`config.mk`:
```
export PLATFORM = sky130hd
export DESIGN_NAME = adc_frame_capture
export DESIGN_NICKNAME = d
export VERILOG_FILES = /design/src/rtl/adc_frame_capture.sv
export SDC_FILE = /design/constraint.sdc
export NUM_CORES = 1
export LEC_CHECK = 0
export ABC_AREA = 1
export CAP_MARGIN = 20
export CORE_AREA = 3 3 104 96
export CTS_BUF_LIST = sky130_fd_sc_hd__clkbuf_4 sky130_fd_sc_hd__clkbuf_8 sky130_fd_sc_hd__clkbuf_16
export DETAILED_ROUTE_END_ITERATION = 8
export DIE_AREA = 0 0 107 99
export HOLD_SLACK_MARGIN = 0.12
export PLACE_DENSITY_LB_ADDON = 0.05
export SYNTH_ARGS = -nofsm -noshare
export SYNTH_HDL_FRONTEND = slang
export SYNTH_SLANG_ARGS = --single-unit
```
`constraint.sdc`:
```
create_clock -name sys_clk -period 2.93 [get_ports sys_clk]
set_input_delay 0.586 -clock sys_clk [delete_from_list [all_inputs] [get_ports sys_clk]]
set_output_delay 0.586 -clock sys_clk [all_outputs]
set_load 0.05 [all_outputs]
```
`src/rtl/adc_frame_capture.sv`:
```
// ADC frame capture: arms on start, optionally waits for a rising level crossing
// (or a strobe timeout), then writes DEPTH decimated samples into an external RAM.
//
// state     | meaning
// IDLE      | waiting for start
// ARM       | one cycle: latch trigger setup, clear counters
// WAIT_TRIG | watching strobed samples for a rising crossing of trig_level
// CAPTURE   | writing one sample per strobe, addresses 0..DEPTH-1
// DONE      | frame complete, frame_done held until ack
module adc_frame_capture #(
   parameter int DW           = 12,
   parameter int AW           = 10,
   parameter int DECIM        = 1,
   parameter int TRIG_TIMEOUT = 4096
) (
   input  logic          sys_clk,
   input  logic          sys_rst,
   input  logic [DW-1:0] adc_data,
   input  logic          start,
   input  logic          trig_en,
   input  logic [DW-1:0] trig_level,
   input  logic          ack,
   output logic          wr_en,
   output logic [AW-1:0] wr_addr,
   output logic [DW-1:0] wr_data,
   output logic          busy,
   output logic          frame_done,
   output logic          timed_out
);

   localparam int DCW = (DECIM > 1) ? $clog2(DECIM) : 1;
   localparam int TCW = (TRIG_TIMEOUT > 1) ? $clog2(TRIG_TIMEOUT) : 1;

   typedef enum logic [2:0] {
      S_IDLE, S_ARM, S_WAIT_TRIG, S_CAPTURE, S_DONE
   } state_t;

   state_t        state_q, state_d;
   logic [DW-1:0] adc_q, adc_prev, level_q;
   logic [DCW-1:0] dec_cnt;
   logic [TCW-1:0] strb_cnt;
   logic [AW-1:0] wr_cnt;
   logic          strobe, crossing, timeout_hit, last_addr;
   logic          do_write, set_timeout;

   assign strobe      = ((state_q == S_WAIT_TRIG) || (state_q == S_CAPTURE))
                        && (dec_cnt == DCW'(DECIM - 1));
   assign crossing    = (adc_prev < level_q) && (adc_q >= level_q);
   assign timeout_hit = (strb_cnt == TCW'(TRIG_TIMEOUT - 1));
   assign last_addr   = (wr_cnt == {AW{1'b1}});

   always_ff @(posedge sys_clk or posedge sys_rst) begin
      if (sys_rst) state_q <= S_IDLE;
      else         state_q <= state_d;
   end

   always_comb begin
      state_d     = state_q;
      do_write    = 1'b0;
      set_timeout = 1'b0;
      case (state_q)
         S_IDLE:      if (start) state_d = S_ARM;
         S_ARM:       state_d = trig_en ? S_WAIT_TRIG : S_CAPTURE;
         S_WAIT_TRIG: begin
            if (strobe) begin
               // the crossing sample itself is the first word of the frame
               if (crossing) begin
                  do_write = 1'b1;
                  state_d  = last_addr ? S_DONE : S_CAPTURE;
               end else if (timeout_hit) begin
                  set_timeout = 1'b1;
                  state_d     = S_CAPTURE;
               end
            end
         end
         S_CAPTURE: begin
            if (strobe) begin
               do_write = 1'b1;
               if (last_addr) state_d = S_DONE;
            end
         end
         S_DONE:      if (ack) state_d = S_IDLE;
         default:     state_d = S_IDLE;
      endcase
   end

   always_ff @(posedge sys_clk or posedge sys_rst) begin
      if (sys_rst) begin
         adc_q     <= '0;
         adc_prev  <= '0;
         level_q   <= '0;
         dec_cnt   <= '0;
         strb_cnt  <= '0;
         wr_cnt    <= '0;
         wr_en     <= 1'b0;
         wr_addr   <= '0;
         wr_data   <= '0;
         timed_out <= 1'b0;
      end else begin
         adc_q <= adc_data;
         wr_en <= do_write;
         if (do_write) begin
            wr_addr <= wr_cnt;
            wr_data <= adc_q;
            wr_cnt  <= wr_cnt + 1'b1;
         end
         if (set_timeout) timed_out <= 1'b1;
         if (state_q == S_ARM) begin
            dec_cnt   <= '0;
            strb_cnt  <= '0;
            wr_cnt    <= '0;
            timed_out <= 1'b0;
            level_q   <= trig_level;
            // first strobe after arming has no predecessor, so it cannot cross
            adc_prev  <= '1;
         end else if ((state_q == S_WAIT_TRIG) || (state_q == S_CAPTURE)) begin
            dec_cnt <= strobe ? '0 : dec_cnt + 1'b1;
            if (strobe) begin
               adc_prev <= adc_q;
               if (state_q == S_WAIT_TRIG) strb_cnt <= strb_cnt + 1'b1;
            end
         end
      end
   end

   assign busy       = (state_q != S_IDLE);
   assign frame_done = (state_q == S_DONE);

endmodule

```
==> flow_summary.toml <==
[run_status]
status = "finished, final reports clean"

[grt]
grt_pass1_vias = 3441
gr-usage-all-layers_pct = 19.1
grt-ovfl-total = 0
antenna_found_initial = 0
grt_pass1_wl_mm = 16.2
grt_max_degree = 87

[critical_path]
cp_max_fo = 5
start_kind = "flip-flop"
cp.arrival_ns = 2.00
cp-startpoint = "state_q[0]"
endpoint_kind = "output port"
cp-endpoint = "frame_done"
reg2reg_depth = 14
worstReg2RegEnd = "wr_addr[2]"
rrSetupSlack_ns = 0.51
crit_type = "flip-flop to output port"
reg2reg_from = "level_q[11]"
cp.required_ns = 2.34

[drt]
routed_via_density = 4.94
first_pass_iters = 4
drc = 0
antenna_left = 0
drt_iter0_drc = 122
route.detailed.wl_per_inst_um = 13.4
wl_mm = 9.14
via_count = 3368

[logic_synthesis]
ys_ff_latch = 86
synth.largest_area_cell = "dfrtp_1"
syn_area_sq_um = 4420
ys_types = 35
synthCells = 504
synth.area.top_cells = "dfrtp_1 49%, nand2_1 10%, ha_1 7.1%"
ys_seq_area_share_pct = 48.7
syn_nets = 558
ys_warn_count = 0
synth_top_area_share_pct = 48.7
syn_area_per_cell_sq_um = 8.76

[min_path]
hold_class = "flip-flop to flip-flop"

[clock_network]
cts_tree = "yes"
numCtsBuffers = 9
cts_hold_buf = 0
cts_max_level = 3
clkLatencyLatePin_ns = 0.36
cts_root_buf = "clkbuf_8"
cts_max_path_buffers = 2
clock_sinks = 86
cts_setup_buffers = 0
cts_resized = 0
clk_pin_slew_ns = 0.09

[layout]
antenna_cells = 0
drive_above_1_share_pct = 11.6
finalNetCount = 609
layout_common_cells = "122 x nand2_1, 86 x dfrtp_1, 75 x inv_1"
stdcell_count = 682
syn_to_final_growth_pct = 18.4
n_fill_cell = 844
seqCellArea_sq_um = 2150
multiInputGateArea_sq_um = 1850
layout_commonest_cell = "nand2_1"

[sta]
final_max_slew_viol_count = 0
fmax_ghz = 0.387
worst_pin_slew_ns = 0.670
period_needed_ns = 2.58
fin_setup_tns_ns = 0
maxSlewHeadroom_pct = 55.3
rsz0062_at_grt = "false"
setup_viol = 0
hold_slack_ns = 0.492
min_period_over_period_pct = 88.2
fin_skew_ns = 0.0102
finalHoldViolCount = 0

[floorplanning]
chipHeight_um = 99
pin_count = 55
rows = 33
die_w_um = 107
initial_core_util_pct = 48.8
core-area_sq_um = 9040
dieArea_sq_um = 10600

[power_and_ir_drop]
p_leak_nw = 2.54
vdd_drop_max_v = 0.000568
power_density_nw_per_um2 = 985
total_power_mw = 5.15

[placed_design]
post-dp-hpwl_mm = 6.35
globalplace.congestion = 0.844
dpl.cell_count = 666
io_buffers = 54

[job]
max-cap-violations = 0
worst min path at each step:
stage,start,to,slack (ns),depth (start not counted)
6_report,wr_addr[6],wr_addr[6],0.49,2
2_1_floorplan,adc_q[0],adc_prev[0],0.47,2
5_1_grt,wr_data[9],wr_data[9],0.52,2
3_5_place_dp,timed_out,timed_out,0.47,2
4_1_cts,wr_data[8],wr_data[8],0.50,2
3_3_place_gp,wr_data[8],wr_data[8],0.47,2
where the power goes:
group / internal [mW] / leakage [nW] / switching [mW] / total, mW
Combinational: 0.836 / 1.36 / 1.78 / 2.62
Clock: 0.397 / 0.0996 / 0.442 / 0.839
Sequential: 1.51 / 1.08 / 0.182 / 1.70
Total: 2.75 / 2.54 / 2.41 / 5.15
critical path: stages, from the launching register on:
cell and delay [ns]:
dfrtp_1 0.43, nor2_1 0.18, inv_1 0.08, nor2_1 0.13, clkdlybuf4s50_1 0.83
kinds of logic after synthesis:
kind of cell    after synthesis  share of synthesized area [%]
fa+ha+maj                    25                           7.08
compound gates               73                           10.8
simple gates                216                           22.4
xor+xnor                      8                           1.59
buf+inv                      96                           9.43
flops                        86                           48.7
area by class of cell:
cell class,instances,share of cell area (%)
repair buffers,57,11.0
well taps,122,2.92
inverters,79,5.74
flip-flops and latches,86,41.2
clock buffers,9,2.37
clock inverters,7,1.41
multi-input cells,322,35.4
flip-flops by register name, indices dropped and copies added (netlist names):
name and count:
level_q 12, timed_out 1, wr_en 1, wr_data 12
adc_q 12, wr_addr 10, dec_cnt 1, state_q 3
adc_prev 12, wr_cnt 10, strb_cnt 12
per-layer routing:
metal,track usage (%),vias up,part of all wire (%)
met4,4.82,0,0.92
met1,26.5,1579,50
met3,4.78,9,4.2
li1,-,1719,-
met5,0,-,0
met2,30.1,61,45
synth_stat cells:
| cell | instances |
|---|---|
| a21o_1 | 1 |
| nor2_4 | 3 |
| nand3_1 | 21 |
| a31oi_1 | 11 |
| a21oi_1 | 14 |
| o21a_1 | 1 |
| inv_1 | 76 |
| nor3_2 | 1 |
| nand3b_1 | 1 |
| a211oi_1 | 1 |
| xor2_1 | 8 |
| nor2_1 | 32 |
| clkbuf_1 | 4 |
| o22ai_1 | 1 |
| inv_4 | 1 |
| dfrtp_1 | 86 |
| nand2_4 | 4 |
| buf_6 | 5 |
| nor4_1 | 1 |
| nand2_1 | 122 |
| o21ai_2 | 20 |
| nor2_2 | 3 |
| nand2_2 | 4 |
| o21ai_0 | 18 |
| a21oi_2 | 2 |
| a221oi_1 | 2 |
| o21ai_1 | 2 |
| ha_1 | 25 |
| nor3_1 | 6 |
| nand3_2 | 4 |
| nand4_1 | 14 |
| buf_2 | 4 |
| buf_4 | 3 |
| buf_1 | 1 |
| inv_2 | 2 |
metrics by stage:
step	setup WS, ns	instance area (sq um)	util [%]
3_3_place_gp	0.591	5030	55.6
5_1_grt	0.248	5230	57.8
6_report	0.346	5230	57.8
2_1_floorplan	0.122	4420	-
3_5_place_dp	0.523	5030	55.6
4_1_cts	0.334	5230	57.8
Note: power is estimated with default switching activity, not from simulation.
